--- config.mk ---
export PLATFORM = sky130hd
export DESIGN_NAME = muldiv_ctrl
export DESIGN_NICKNAME = d
export VERILOG_FILES = /design/src/rtl/muldiv_ctrl.sv
export SDC_FILE = /design/constraint.sdc
export NUM_CORES = 2
export LEC_CHECK = 0
export CAP_MARGIN = 20
export CORE_MARGIN = 1.5
export CORE_UTILIZATION = 42
export DETAILED_ROUTE_END_ITERATION = 10
export HOLD_SLACK_MARGIN = 0.03
export MAX_ROUTING_LAYER = met4
export SYNTH_ARGS = -nofsm -noshare
export SYNTH_HDL_FRONTEND = slang
export SYNTH_SLANG_ARGS = --single-unit
--- constraint.sdc ---
create_clock -name clk -period 5.65 [get_ports clk]
set_clock_uncertainty 0.1 [all_clocks]
set_input_delay 0.8475 -clock clk [delete_from_list [all_inputs] [get_ports clk]]
set_output_delay 0.8475 -clock clk [all_outputs]
set_load 0.05 [all_outputs]
--- src/rtl/muldiv_ctrl.sv ---
// rtl/muldiv_ctrl.sv - iterative multiply/divide sequencer for the RV64 execute stage
module muldiv_ctrl #(
  parameter int XLEN = 64
) (
  input  logic            clk,
  input  logic            rst,
  input  logic            muldiv_req_valid_i,
  input  logic            muldiv_mul_en_i,
  input  logic            muldiv_word_i,
  input  logic [XLEN-1:0] muldiv_rs1_data_i,
  input  logic [XLEN-1:0] muldiv_rs2_data_i,
  input  logic            muldiv_rs1_sign_i,
  input  logic            muldiv_rs2_sign_i,
  input  logic            flush_i,
  output logic            stall_o,
  output logic            done_o,
  output logic [XLEN-1:0] muldiv_data_1_o,
  output logic [XLEN-1:0] muldiv_data_2_o
);

  localparam int CW = $clog2(XLEN) + 1;

  typedef enum logic [1:0] {IDLE, BUSY, FIX, DONE} state_t;

  state_t state, state_next;

  logic            op_mul;
  logic            op_word;
  logic            neg_lo;     // product / quotient sign
  logic            neg_hi;     // remainder sign
  logic [CW-1:0]   count;
  logic [2*XLEN-1:0] acc;
  logic [2*XLEN-1:0] mcand;
  logic [XLEN-1:0] mplier;
  logic [XLEN-1:0] rem;
  logic [XLEN-1:0] quo;
  logic [XLEN-1:0] dvs;

  function automatic logic [XLEN-1:0] sext32(input logic [31:0] v);
    return {{(XLEN-32){v[31]}}, v};
  endfunction

  // accept-cycle operand decode: extension, magnitudes and special cases
  logic            accept;
  logic [XLEN-1:0] op1, op2, mag1, mag2, min_val, dz_rem;
  logic            s1neg, s2neg, div_zero, div_ovf;

  always_comb begin
    accept   = (state == IDLE) & muldiv_req_valid_i & ~flush_i;
    op1      = muldiv_rs1_data_i;
    op2      = muldiv_rs2_data_i;
    min_val  = {1'b1, {(XLEN-1){1'b0}}};
    dz_rem   = muldiv_rs1_data_i;
    if (muldiv_word_i) begin
      op1     = muldiv_rs1_sign_i ? sext32(muldiv_rs1_data_i[31:0])
                                  : {{(XLEN-32){1'b0}}, muldiv_rs1_data_i[31:0]};
      op2     = muldiv_rs2_sign_i ? sext32(muldiv_rs2_data_i[31:0])
                                  : {{(XLEN-32){1'b0}}, muldiv_rs2_data_i[31:0]};
      min_val = {{(XLEN-31){1'b1}}, {31{1'b0}}};
      dz_rem  = sext32(muldiv_rs1_data_i[31:0]);
    end
    s1neg    = muldiv_rs1_sign_i & op1[XLEN-1];
    s2neg    = muldiv_rs2_sign_i & op2[XLEN-1];
    mag1     = s1neg ? -op1 : op1;
    mag2     = s2neg ? -op2 : op2;
    div_zero = ~muldiv_mul_en_i & (op2 == '0);
    div_ovf  = ~muldiv_mul_en_i & muldiv_rs1_sign_i & muldiv_rs2_sign_i &
               (op1 == min_val) & (op2 == '1);
  end

  // one restoring-divide step: shift in next dividend bit, trial subtract
  logic [XLEN:0]   div_tmp;
  logic            div_ge;
  logic [XLEN-1:0] rem_next, quo_next;

  always_comb begin
    div_tmp  = {rem, quo[XLEN-1]};
    div_ge   = (div_tmp >= {1'b0, dvs});
    rem_next = div_ge ? (div_tmp[XLEN-1:0] - dvs) : div_tmp[XLEN-1:0];
    quo_next = {quo[XLEN-2:0], div_ge};
  end

  // sign fix-up and word sign extension of the final results
  logic [2*XLEN-1:0] prod_fix;
  logic [XLEN-1:0]   quo_fix, rem_fix, res_1, res_2;

  always_comb begin
    prod_fix = neg_lo ? -acc : acc;
    quo_fix  = neg_lo ? -quo : quo;
    rem_fix  = neg_hi ? -rem : rem;
    if (op_mul) begin
      res_1 = op_word ? sext32(prod_fix[31:0]) : prod_fix[XLEN-1:0];
      res_2 = op_word ? '0 : prod_fix[2*XLEN-1:XLEN];
    end else begin
      res_1 = op_word ? sext32(quo_fix[31:0]) : quo_fix;
      res_2 = op_word ? sext32(rem_fix[31:0]) : rem_fix;
    end
  end

  // state register
  always_ff @(posedge clk) begin
    if (rst) state <= IDLE;
    else     state <= state_next;
  end

  // next state, stall and done; flush overrides everything but reset
  always_comb begin
    state_next = state;
    stall_o    = 1'b0;
    done_o     = 1'b0;
    case (state)
      IDLE: begin
        if (accept) begin
          stall_o    = 1'b1;
          state_next = (div_zero | div_ovf) ? DONE : BUSY;
        end
      end
      BUSY: begin
        stall_o = 1'b1;
        if (count == CW'(1)) state_next = FIX;
      end
      FIX: begin
        stall_o    = 1'b1;
        state_next = DONE;
      end
      DONE: begin
        done_o     = 1'b1;
        state_next = IDLE;
      end
      default: state_next = IDLE;
    endcase
    if (flush_i) begin
      state_next = IDLE;
      done_o     = 1'b0;
    end
  end

  // datapath: latch on accept, iterate in BUSY, register results in FIX
  always_ff @(posedge clk) begin
    if (rst) begin
      op_mul          <= 1'b0;
      op_word         <= 1'b0;
      neg_lo          <= 1'b0;
      neg_hi          <= 1'b0;
      count           <= '0;
      acc             <= '0;
      mcand           <= '0;
      mplier          <= '0;
      rem             <= '0;
      quo             <= '0;
      dvs             <= '0;
      muldiv_data_1_o <= '0;
      muldiv_data_2_o <= '0;
    end else if (accept) begin
      op_mul  <= muldiv_mul_en_i;
      op_word <= muldiv_word_i;
      neg_lo  <= s1neg ^ s2neg;
      neg_hi  <= muldiv_mul_en_i ? (s1neg ^ s2neg) : s1neg;
      count   <= muldiv_word_i ? CW'(32) : CW'(XLEN);
      acc     <= '0;
      mcand   <= {{XLEN{1'b0}}, mag1};
      mplier  <= mag2;
      rem     <= '0;
      // word dividends sit in the top half so 32 shifts consume them fully
      quo     <= muldiv_word_i ? {mag1[31:0], {(XLEN-32){1'b0}}} : mag1;
      dvs     <= mag2;
      if (div_zero) begin
        muldiv_data_1_o <= '1;
        muldiv_data_2_o <= dz_rem;
      end else if (div_ovf) begin
        muldiv_data_1_o <= op1;
        muldiv_data_2_o <= '0;
      end
    end else if (!flush_i) begin
      if (state == BUSY) begin
        count <= count - CW'(1);
        if (op_mul) begin
          if (mplier[0]) acc <= acc + mcand;
          mcand  <= mcand << 1;
          mplier <= mplier >> 1;
        end else begin
          rem <= rem_next;
          quo <= quo_next;
        end
      end else if (state == FIX) begin
        muldiv_data_1_o <= res_1;
        muldiv_data_2_o <= res_2;
      end
    end
  end

endmodule
Word-level counts from Yosys, hierarchy flattened
Cells that the tools add are included.
Storage, ports and cells
  flip-flop bits (word level): 653
  latch bits: 0
  bits in writable memories: 0
  memory bits (read-only): 0
  input port bits: 136
  word-level logic and storage cells: 122
  memories kept: 0
Operators by class
  add/sub/neg operators: 8
  multipliers: 0
  divide/modulo/power cells: 0
  $lt $le $gt $ge: 1
  equality and inequality tests: 12
  shift operators: 0
  multiplexer cells: 56
  bitwise logic cells: 14
  reductions and logical operators: 16
Operator list (count)
  $mux 64: 41
  $neg 64->64: 4
  $add 128x128->128: 1
  $mux 128: 1
  $neg 128->128: 1
  $ge 65x64->1: 1
  $eq 64x64->1: 1
  $eq 64x64->1 const B: 1
  $logic_not 64->1: 1
  $sub 64x64->64: 1
  $mux 63: 1
  $mux 7: 4
  $reduce_and 3->1: 4
  $and 1x1->1: 9
  $pmux 2 s4: 1
  $reduce_and 4->1: 2
  $eq 7x1->1 const B: 1
  $sub 7x1->7 const B: 1
  $mux 2: 3
  $ne 2x2->1 const B: 3
  $reduce_bool 2->1: 3
  $reduce_or 2->1: 3
  $eq 2x2->1 const B: 2
  $mux 1: 4
  other kinds (9): 13

Logic depth before layout (Yosys ltp)
  depth after elaboration: 9
  depth in mapped cells: 17
  depth with buffers taken out: 15

Least setup slack after synthesis
No wires, ideal clock.
  path kind: input -> register
  from: input port muldiv_rs2_data_i[10]
  to: register muldiv_data_2_o[1]
  library setup time: 128 ps
  arrival: 3968 ps
  slack: 1455 ps
  stages: 14
  buffers on the path: 3
  cells stage by stage: or4_1 nor4_1 and4_1 nor4b_2 and2_1 a21oi_1 o21ai_1 and2_1 clkbuf_1 clkbuf_1 clkbuf_1 o21ai_0 o22ai_1 nor2_1
Between the ends
  word-level cells in the longest chain between the ends: 6
  elaborated cells on any way between the ends: 10
  classes of those cells: eq/ne: 2; mux: 4; bitwise: 2; reduce/logical: 2
Ends and longest elaborated chain
  start: declaration: RTL line 11  | input logic [XLEN-1:0] muldiv_rs2_data_i,
  $mux 64: RTL line 57  | op2 = muldiv_rs2_sign_i ? sext32(muldiv_rs2_data_i[31:0])
  $mux 64 *: RTL line 54  | if (muldiv_word_i) begin
  $eq 64x64->1 / $logic_not 64->1 (equally long branches): RTL line 68, 66
  $and 1x1->1, on equally long branches: RTL line 68, 66
  $ne 3x1->1 (no line) / $mux 64 (equally long branches)
  $reduce_and 4->1 (no line) / $mux 64 (equally long branches)
  end signal: assignment: RTL line 169  | muldiv_data_2_o <= dz_rem;
  end signal: assignment: RTL line 187  | muldiv_data_2_o <= res_2;
  end: declaration: RTL line 18  | output logic [XLEN-1:0] muldiv_data_2_o
Mark *: on every way between the ends. The rest lies on a longest branch, timed or not.
A chain may end at the register's enable or synchronous reset.

Final worst setup path
  from: register acc[0]
  to: register acc[124]
Between the ends
  word-level cells in the longest chain between the ends: 1
Ends and longest elaborated chain
  start: declaration: RTL line 32  | logic [2*XLEN-1:0] acc;
  start signal: assignment: RTL line 178  | if (mplier[0]) acc <= acc + mcand;
  $add 128x128->128: RTL line 178
Every way passes these cells.

==> metrics.md <==
| Metric | Value |
|---|---|
| Vias in the first global route | `48100` |
| Run status | `finished clean` |
| Peak supply drop | `roughly 0.00025 V` |
| Chip height | `~340 um` |
| Initial DRC Count | `approximately 6400` |
| Detail Route Antenna Nets | `0` |
| Setup ws final | `around 0.48 ns` |
| Ys async rst share | `0` |
| WL/cell | `26.8 um` |
| Starting density of the core | `0.423` |
| Post-synthesis register bit count | `between 600 and 700` |
| Crit end category | `flop` |
| Clk Latency, worst-skew pair | `roughly 0.68 ns` |
| Final Critical Period | `5.17 ns` |
| Critical path endpoint | `acc[124]` |
| Pwr dens | `250 mW/mm^2` |
| RSZ-0062 raised after global routing | `false` |
| Pre-Repair DR Iteration Count | `8` |
| Psw | `4710 uW` |
| Via count | `53000` |
| Die W | `around 340 um` |
| Avg Inst Size Synth | `7.17 um^2` |
| Final setup TNS | `0 ns` |
| Num CTS Buffers | `between 80 and 90` |
| Reg2reg path depth | `15` |
| CTS sink count | `approximately 650` |
| F_max | `just under 200 MHz` |
| Launch point of the critical path | `acc[0]` |
| Startpoint Class | `flop` |
| Crit Path Class | `flop to flop` |
| Placed Area | `~0.053 mm^2` |
| Comb pwr share | `0.240` |
| R2R Setup Slk | `0.48 ns` |
| Post-route DRC violation count | `0` |
| Final Hold Viols | `0` |
| Share of the synthesized area in the top cell type | `0.271` |
| Final setup violation count | `0` |
| Most frequent cell after synthesis | `nand2_1` |
| Area Overhead vs Synth | `14.7%` |
| CP max stage cell | `o21ai_0` |
| Clk buf depth | `3` |
| Clk slew on worst S/H paths | `approximately 0.060 ns` |
| Worst R2R End | `acc[124]` |
| Mapped Nets | `roughly 7100` |
| Number of synthesis warnings | `0` |
| Static Leak | `approximately 0.021 uW` |
| Clock root buffer | `clkbuf_16` |
| Sw Share | `0.340` |
| Cell area after layout | `roughly 0.055 mm^2` |
| Final Cycle Share | `0.916` |
| Synth top cells by count | `1091 x nand2_1, 778 x a21oi_1, 653 x dfxtp_1` |
| Flop pwr share | `0.362` |
| Synth cell types | `89` |
| Crit path DAT | `between 5 and 6 ns` |
| Final Max Tran Viols | `0` |
| Hold Path Class | `flop to flop` |
| Largest net degree at the start of global routing | `between 150 and 200` |
| Post-CTS Setup Bufs | `0` |
| Clock share of power | `0.398` |
| Pre-CTS WS | `~0.15 ns` |
| Number of max-cap violations | `0` |
| Via density | `6.33` |
| GRT Overall Usage | `0.380` |
| PortBufs | `approximately 270` |
| Ranking of synthesized cells by area | `dfxtp_1 27%, nand2_1 8.5%, a21oi_1 8.1%, ha_1 5.3%, xnor2_1 4.8%` |
| Hpwl dp | `174000 um` |
| CP max FO | `5` |
| Global-route congestion overflow total | `0` |
| Slew HR | `0.225` |
| H-tree levels | `3` |
| Area leader, netlist | `dfxtp_1` |
| First-pass GRT wire length | `about 330000 um` |
| Sequential-to-total area share from yosys stat | `0.271` |
| Initial antenna violation count | `20` |
| Worst-margin pin slew | `1.16 ns` |
| CTS tree | `yes` |
| Core area | `~0.11 mm^2` |
| Internal power | `~9100 uW` |
| Synth Instances | `6728` |
| Die footprint | `about 0.12 mm^2` |
| Post-Syn Area | `between 0.04 and 0.05 mm^2` |
| Post-cts gate resize count | `0` |
| Ys flop type | `dfxtp_1` |
| Hold_buf cts | `0` |
| FF-to-FF Start | `acc[0]` |
| GPL Wtd Cong | `1.06` |
| Final net count | `approximately 7000` |
| Fraction of layout cells with a size suffix above 1 | `0.0580` |
| Io pins | `approximately 270` |
| Post-synth EDFFs | `0` |
| Drt total wl | `between 200000 and 250000 um` |
| Worst-path cell chain | `ha_1 > fa_1 > a211oi_1 > o21ai_0 > o211ai_1 > a2111oi_0 > buf_4 > o211ai_1 > a31oi_1 > o21ai_1 > o21ai_0 > a21oi_1 > o31ai_1 > xor2_1 > a22o_1` |
| Num rows | `about 120` |
| WP data required | `about 6.1 ns` |
| Max stage delay on crit path | `0.68 ns` |
==> logic make-up after synthesis <==
family	share of synthesized area
adder cells (fa/ha/maj)	0.0538
XOR/XNOR	0.0921
AND/OR/NAND/NOR	0.232
AO/OA/AOI/OAI	0.285
buffers and inverters	0.0479
multiplexers	0.0179
flip-flops	0.271
==> registers in the layout, indices dropped and copies added (netlist names), 2 cells and up <==
register and flops:
count 7, mcand 128, acc 128, state 2, dvs 64, rem 64
quo 64, mplier 64, muldiv_data_1_o 64, muldiv_data_2_o 64
==> worst max-delay path: cells and delay by family, from the launching register on <==
family	cells	cell delay (ns)
compound gates	11	3.69
xor+xnor	1	0.11
fa+ha+maj	2	0.53
buf+inv	1	0.24
flops	1	0.40
==> power by group through the flow <==
stage	Combinational [uW]	Sequential (uW)	Clock, uW
after CTS	3210	5000	5580
after floorplan	1980	5070	0
after global placement	3200	5100	0
final	3320	5010	5520
after global routing	3510	5020	5730
after detailed placement	3190	5100	0
==> layout by cell type, fill, tap and decap left out, types with 75 or more instances in the layout <==
| master | n |
|---|---|
| nand4_1 | 100 |
| nand2_1 | 1087 |
| nand3_1 | 91 |
| clkbuf_16 | 85 |
| xnor2_1 | 265 |
| a311oi_1 | 90 |
| mux2i_1 | 75 |
| xor2_1 | 242 |
| buf_4 | 169 |
| clkdlybuf4s50_1 | 263 |
| a31oi_1 | 83 |
| inv_1 | 146 |
| nor2_1 | 613 |
| dfxtp_1 | 650 |
| nor3_1 | 167 |
| o21ai_0 | 402 |
| a211oi_1 | 145 |
| a21oi_1 | 778 |
| ha_1 | 204 |
| o31ai_1 | 83 |
| a21o_1 | 132 |
==> stage by stage <==
| step | hold WS, ns | utilization | cells | power, uW |
|---|---|---|---|---|
| 2_1_floorplan | 0.331 | - | 6728 | 7050 |
| 3_3_place_gp | 0.344 | 0.461 | 8213 | 8300 |
| 3_5_place_dp | 0.349 | 0.461 | 8213 | 8290 |
| 4_1_cts | 0.357 | 0.485 | 8358 | 13800 |
| 5_1_grt | 0.370 | 0.485 | 8371 | 14300 |
| 6_report | 0.355 | 0.485 | 8375 | 13800 |
==> worst min-delay path by stage <==
stage / cells after the start / slack (ns) / start / end
5_1_grt: 2 / 0.37 / mplier[63] / mplier[63]
6_report: 2 / 0.35 / dvs[56] / dvs[56]
3_3_place_gp: 2 / 0.34 / dvs[44] / dvs[44]
2_1_floorplan: 2 / 0.33 / dvs[2] / dvs[2]
4_1_cts: 2 / 0.36 / dvs[56] / dvs[56]
3_5_place_dp: 2 / 0.35 / dvs[56] / dvs[56]
==> routing by layer <==
metal | up-vias | share of wire | global-route usage | wire length (um)
met2 | 2666 | 0.42 | 0.551 | 95000
li1 | 24400 | - | - | -
met1 | 25500 | 0.43 | 0.512 | 96300
met5 | - | 0 | - | 0
met4 | 0 | 0.049 | 0.160 | 10900
met3 | 461 | 0.099 | 0.0706 | 22200
==> area by class of cell <==
class | count | area, um^2
timing repair buffer | 440 | 4060
tap | 1512 | 1890
clock buffer | 111 | 2340
clock inverter | 34 | 414
fill | 11600 | 58700
inverter | 148 | 556
antenna | 17 | 42.5
multi-input combinational | 5460 | 32900
sequential | 653 | 13100
(Power assumes the default switching activity.)
